===== src/rtl/reg_access_seq.sv =====
// Register-file access sequencer: turns operand fetches and word/byte writebacks
// into one-cycle regfile bus accesses, then pulses rsp_valid for the control unit.
module reg_access_seq #(
    parameter int DATA_W   = 16,
    parameter int IDX_W    = 4,
    parameter int REGNUM_W = 8
) (
    input  logic                clk,
    input  logic                rst_n,
    input  logic                req_valid,
    output logic                req_ready,
    input  logic                req_rd,
    input  logic [IDX_W-1:0]    src_num,
    input  logic [IDX_W-1:0]    dst_num,
    input  logic                src_const,
    input  logic                wb_byte,
    input  logic [DATA_W-1:0]   wb_data,
    output logic [DATA_W-1:0]   src_val,
    output logic [DATA_W-1:0]   dst_val,
    output logic                rsp_valid,
    output logic [REGNUM_W-1:0] rf_regnum,
    output logic                rf_rw,
    output logic [DATA_W-1:0]   rf_wdata,
    input  logic [DATA_W-1:0]   rf_rdata
);

    typedef enum logic [2:0] {
        IDLE,
        RD_SRC,
        RD_DST,
        WB_RD,
        WB_WR,
        DONE
    } state_e;

    state_e              state_q;
    logic [IDX_W-1:0]    dst_q;
    logic [7:0]          wb_lo_q;
    logic [DATA_W-1:0]   src_val_q;
    logic [DATA_W-1:0]   dst_val_q;
    logic                rsp_valid_q;
    logic [REGNUM_W-1:0] rf_regnum_q;
    logic                rf_rw_q;
    logic [DATA_W-1:0]   rf_wdata_q;

    // XM-23 constant table, indexed by the low three bits of src_num.
    function automatic logic [DATA_W-1:0] const_val(input logic [2:0] idx);
        case (idx)
            3'd0:    return DATA_W'(16'h0000);
            3'd1:    return DATA_W'(16'h0001);
            3'd2:    return DATA_W'(16'h0002);
            3'd3:    return DATA_W'(16'h0004);
            3'd4:    return DATA_W'(16'h0008);
            3'd5:    return DATA_W'(16'h0010);
            3'd6:    return DATA_W'(16'h0020);
            default: return DATA_W'(16'hFFFF);
        endcase
    endfunction

    assign req_ready = (state_q == IDLE);
    assign src_val   = src_val_q;
    assign dst_val   = dst_val_q;
    assign rsp_valid = rsp_valid_q;
    assign rf_regnum = rf_regnum_q;
    assign rf_rw     = rf_rw_q;
    assign rf_wdata  = rf_wdata_q;

    // Bus outputs are loaded one edge ahead of the state that uses them, so
    // rf_rw/rf_regnum/rf_wdata come straight from flops and never glitch.
    // NOTE: every register here is written with <= so all updates of one edge
    // see the pre-edge values; a blocking = would create ordering races.
    always_ff @(posedge clk or negedge rst_n) begin
        if (!rst_n) begin
            state_q     <= IDLE;
            dst_q       <= '0;
            wb_lo_q     <= '0;
            src_val_q   <= '0;
            dst_val_q   <= '0;
            rsp_valid_q <= 1'b0;
            rf_regnum_q <= '0;
            rf_rw_q     <= 1'b0;
            rf_wdata_q  <= '0;
        end else begin
            case (state_q)
                IDLE: begin
                    if (req_valid) begin
                        dst_q   <= dst_num;
                        wb_lo_q <= wb_data[7:0];
                        if (req_rd) begin
                            if (src_const) begin
                                src_val_q   <= const_val(src_num[2:0]);
                                rf_regnum_q <= REGNUM_W'(dst_num);
                                state_q     <= RD_DST;
                            end else begin
                                rf_regnum_q <= REGNUM_W'(src_num);
                                state_q     <= RD_SRC;
                            end
                        end else begin
                            rf_regnum_q <= REGNUM_W'(dst_num);
                            if (wb_byte) begin
                                state_q <= WB_RD;
                            end else begin
                                rf_wdata_q <= wb_data;
                                rf_rw_q    <= 1'b1;
                                state_q    <= WB_WR;
                            end
                        end
                    end
                end
                RD_SRC: begin
                    src_val_q   <= rf_rdata;
                    rf_regnum_q <= REGNUM_W'(dst_q);
                    state_q     <= RD_DST;
                end
                RD_DST: begin
                    dst_val_q   <= rf_rdata;
                    rsp_valid_q <= 1'b1;
                    state_q     <= DONE;
                end
                WB_RD: begin
                    rf_wdata_q <= {rf_rdata[DATA_W-1:8], wb_lo_q};
                    rf_rw_q    <= 1'b1;
                    state_q    <= WB_WR;
                end
                WB_WR: begin
                    rf_rw_q     <= 1'b0;
                    rsp_valid_q <= 1'b1;
                    state_q     <= DONE;
                end
                DONE: begin
                    rsp_valid_q <= 1'b0;
                    state_q     <= IDLE;
                end
                default: begin
                    rf_rw_q     <= 1'b0;
                    rsp_valid_q <= 1'b0;
                    state_q     <= IDLE;
                end
            endcase
        end
    end

endmodule


===== config.mk =====
export PLATFORM = sky130hd
export DESIGN_NAME = reg_access_seq
export DESIGN_NICKNAME = d
export VERILOG_FILES = /design/src/rtl/reg_access_seq.sv
export SDC_FILE = /design/constraint.sdc
export NUM_CORES = 1
export LEC_CHECK = 0
export BUFFER_PORTS_ARGS = -buffer_cell sky130_fd_sc_hd__buf_4
export CAP_MARGIN = 20
export CORE_ASPECT_RATIO = 1.5
export CORE_MARGIN = 4
export CORE_UTILIZATION = 25
export DETAILED_ROUTE_END_ITERATION = 10
export RECOVER_POWER = 100
export SKIP_CTS_REPAIR_TIMING = 1
export SLEW_MARGIN = 30
export SYNTH_ARGS = -nofsm -noshare
export SYNTH_HDL_FRONTEND = slang
export SYNTH_SLANG_ARGS = --single-unit

===== constraint.sdc =====
create_clock -name clk -period 3.7 [get_ports clk]
set_clock_uncertainty 0.05 [all_clocks]
set_input_delay 0.37 -clock clk [delete_from_list [all_inputs] [get_ports clk]]
set_output_delay 0.37 -clock clk [all_outputs]
set_load 0.1 [all_outputs]

---- After elaboration in Yosys (flattened, before gate mapping) ----
Index checks and enable logic that the tools add are counted.
word-level totals
  register bits after elaboration ......... 73
  input port bits ......................... 46
  logic and storage cells ................. 61
operators by class
  equality and inequality tests ........... 16
  multiplexer cells ....................... 23
  bitwise operators ....................... 1
  reductions and logical operators ........ 12
operators by type and width
  cell                  number
  $pmux W16 S7          1
  $mux W16              6
  $pmux W16 S2          2
  $mux W8               2
  $pmux W8 S2           1
  $eq A3 B3 Y1 const B  5
  $eq A3 B2 Y1 const B  4
  $pmux W3 S4           1
  $reduce_and A4 Y1     3
  $mux W3               3
  $eq A3 B1 Y1 const B  2
  $logic_not A3 Y1      2
  $ne A2 B2 Y1 const B  3
  $reduce_or A3 Y1      2
  $mux W4               1
  $ne A2 B1 Y1 const B  2
  $reduce_and A2 Y1     2
  $reduce_bool A2 Y1    2
  $mux W1               3
  $pmux W1 S3           1
  $mux W2               1
  $pmux W1 S2           1
  $reduce_or A2 Y1      1
  $not A1 Y1            1

---- Longest topological paths before layout ----
  depth after elaboration ................. 6
  mapped depth ............................ 6

---- Least setup slack after synthesis ----
No wires, ideal clock.
  path type ............................... register to output
  from .................................... register state_q[1]
  to ...................................... output req_ready
  data arrival time ....................... 2.713 ns
  slack ................................... 0.567 ns
  stages on the path, launching flop included .. 3
  buffers on the path ..................... 1
  cell sequence ........................... dfrtp_1 -> clkbuf_1 -> nor3_1
on the way
  cells in the longest elaborated chain, start to end .. 1
ends and longest elaborated chain
  element                 line  text
  from (decl)             36    state_e state_q;
  from (signal assigned)  74    state_q <= IDLE;
  from (signal assigned)  93    state_q <= RD_DST;
  from (signal assigned)  96    state_q <= RD_SRC;
  $logic_not A3 Y1        60    assign req_ready = (state_q == IDLE);
  to (decl)               11    output logic req_ready,
No other way between the ends.

---- Worst setup path in the final report ----
  from .................................... register state_q[1]
  to ...................................... register rf_wdata_q[9] (netlist: rf_wdata[9])
on the way
  cells in the longest elaborated chain, start to end .. 3
  elaborated cells between the ends (all ways) .. 8
  classes of those cells .................. eq/ne: 4; mux: 1; reduce/logical: 3
ends and longest elaborated chain
  element                                                                     line  text
  $logic_not A3 Y1 / $eq A3 B2 Y1 (equally long branches)                     84    case (state_q)
  $ne A2 B2 Y1 (no source line) / $reduce_bool A2 Y1 (equally long branches)  -
  $reduce_and A4 Y1 (no source line)                                          -
  to (signal assigned)                                                        103   rf_wdata_q <= wb_data;
  to (signal assigned)                                                        121   rf_wdata_q <= {rf_rdata[DATA_W-1:8], wb_lo_q};
  to (decl)                                                                   44    logic [DATA_W-1:0] rf_wdata_q;
Several ways; a longest one is shown, not always the timed one.
A chain may end at the register's enable or synchronous reset.

==> results.md <==
* Kind of start point of the critical path: register
* Data required time of the critical path at 3.85 ns
* Type of the tightest min-delay check: input port to register
* R2r setup slk at roughly 1.1 ns
* Final non-filler cell area at 0.00411 mm2
* TritonCTS clock tree: yes
* Post-Synthesis Cell Area at approximately 0.0031 mm2
* Met3 WL at ~440 um
* Width of the chip at ~100 um
* Fraction of final layout cells sized beyond drive strength 1 at a little under a third
* Max Used Layer: met4
* Kind of end point of the critical path: register
* Max Freq at 384 MHz
* Maximum fanout along the worst path at 19
* Global-route wire length before repair at 14.4 mm
* Die outline area at 0.0145 mm2
* Max-slew headroom at the worst pin at -14.5%
* Drc violations at 0
* Slew at the pin with the worst max-slew slack at approximately 1.7 ns
* Initial detailed-routing violation count at between 70 and 80
* Effective utilization at floorplan at about 25%
* Antenna-violating nets left at 0
* Number of buffers inserted during clock tree synthesis at 9
* Number of synthesized flops with an enable pin at 0
* Number of port buffers at 100
* Total number of clock tree sinks at 69
* Maximum number of pins on one net before global-route repair at 70
* Gate count of the mapped netlist at 280
* Die outline height at 145 um
* Final Net Count at 422
* Source-to-sink clock delay at the later pin of the worst-skew pair at 0.32 ns
* Final worst path period share at a little over two thirds
* Setup violations, final at 0
* Synth async-reset ratio at 100%
* Root Buffer: clkbuf_16
* All-layer global routing usage at 12.6%
* Clock H-tree levels at 3
* Crit path time final at 2.60 ns
* Count of different cell masters after synthesis at 38
* Leftover overflow at the end of global routing at 0
* Detailed-route via count at roughly 2500
* Fill cell count at 1326
* Total length of routed wires at 8.77 mm
* Flop and latch count out of synthesis at 69
* Top FF cell, synth: dfrtp_1
* Final weighted congestion in routability-driven placement at 0.809
* # rows at 50
* Worst-path clk slew at 0.05 ns
* Fin Setup TNS at 0 ns
* Half-perimeter wire length of the detailed placement result at 6.62 mm
* Number of iterations in the first detailed-routing pass at 4
* Yosys warns at 0
* Area after detailed placement at 0.00403 mm2
* Sum of met2 wire segment lengths after detailed routing at 4.61 mm
* Inst Count DP at 520
* Setup repair after global routing missed its margin: false
* Critical path class: register to register
* Post-synthesis sequential area ratio at 54.8%
* Met1 Wirelength at 3.48 mm
* Number of antenna repair diodes at 0
* Worst setup slack after placement at roughly 1.1 ns
* Post-route setup slack at 1.10 ns
* Avg Vias per Cell at between 4 and 5
* Count of non-filler cells in the finished layout at 536
* Violated checks: capacitance limit, slew limit
* Via count of the first global-routing pass at around 2700
* Number of maximum-capacitance constraint violations at 1
* Outcome: complete, but fails checks
* Average size of a mapped cell at roughly 11 um2
* Growth of design area from synthesis to finish at 30.6%
* Antenna violations before repair at 0
* Final-report hold violation count at 0
* Final Max Slew Viols at 70
* Core ar. at between 0.01 and 0.015 mm2
* Number of top-level pins at 105
* Average routed wire per standard cell at between 15 and 20 um
* Arrival @ worst endpoint at 2.76 ns
* Maximum root-to-sink buffer count at 2
critical path, cell delays in order, from the launching register on:
cell and delay (ns):
dfrtp_1 0.55, or4b_1 0.93, o31ai_4 0.28, buf_4 0.28, mux2_2 0.37
logic make-up after synthesis:
logic type | share of synthesized area [%]
other | 0.119
and+or+nand+nor | 12.0
buffers and inverters | 3.77
AOI/OAI and AO/OA | 10.3
muxes | 18.5
xor gates and xnor gates | 0.556
DFF | 54.8
cell usage after synthesis, drive strengths merged (3+ instances only):
cell type | count | area share (%)
clkbuf | 12 | 1.4
mux2i | 3 | 0.95
buf | 11 | 2.2
mux2 | 49 | 18
o21ai | 4 | 0.64
a31oi | 14 | 2.8
nand3 | 6 | 0.95
nand2 | 56 | 6.7
dfrtp | 69 | 55
a21oi | 19 | 3.0
or4b | 3 | 0.95
area by class of cell:
type	count	area [um2]	share of cell area [%]
clock inverter	1	5.00	0.122
timing repair buffer	105	583	14.2
sequential	69	1730	42.0
inverter	1	3.75	0.0912
clock buffer	14	274	6.66
tap	156	195	4.74
multi-input combinational	190	1330	32.2
flip-flops by register name, summed over array words and instances, names as in the netlist:
signal	flops
wb_lo_q	8
src_val	16
rf_regnum	4
rsp_valid	1
rf_wdata	16
dst_q	4
state_q	3
rf_rw	1
dst_val	16
per-layer routing:
metal,vias up,global-route usage [%]
li1,1170,-
met3,14,3.02
met1,1251,14.3
met5,-,0
met4,0,5.81
met2,80,21.9
layout by cell type, fill, tap and decap left out, types with 2 or more instances in the layout:
cell type,instances
a31oi_1,14
nand2b_1,2
nand2_1,56
clkbuf_1,57
and3b_1,2
a41oi_1,2
o21ai_0,4
dfrtp_1,69
clkbuf_8,3
nor3_1,2
o22ai_1,2
o211ai_1,2
clkbuf_16,9
nor2_1,2
conb_1,4
a21oi_1,19
buf_4,48
and2_0,2
xnor2_1,2
nand3_1,6
a211oi_1,2
mux2i_1,3
or4b_2,2
mux2_2,49
metrics by stage:
step,util [%],hold WS [ns]
after floorplan,-,0.0244
after global placement,32.6,0.407
after detailed placement,32.6,0.412
after CTS,34.8,0.142
after global routing,33.2,0.197
final,33.2,0.205
final timing paths:
path                       cells after the start        from     endpoint
max                                            4  state_q[1]  rf_wdata[9]
min                                            3  wb_data[3]   wb_lo_q[3]
max reg2reg                                    4  state_q[1]  rf_wdata[9]
min reg2reg                                    2  wb_lo_q[3]   wb_lo_q[3]
max in group asynchronous                      1       rst_n   src_val[7]
min in group asynchronous                      1       rst_n  rf_wdata[1]
Power is left out: the tool's default activity adds up to more than one toggle a clock period on the data nets, which glitch-free logic cannot reach.
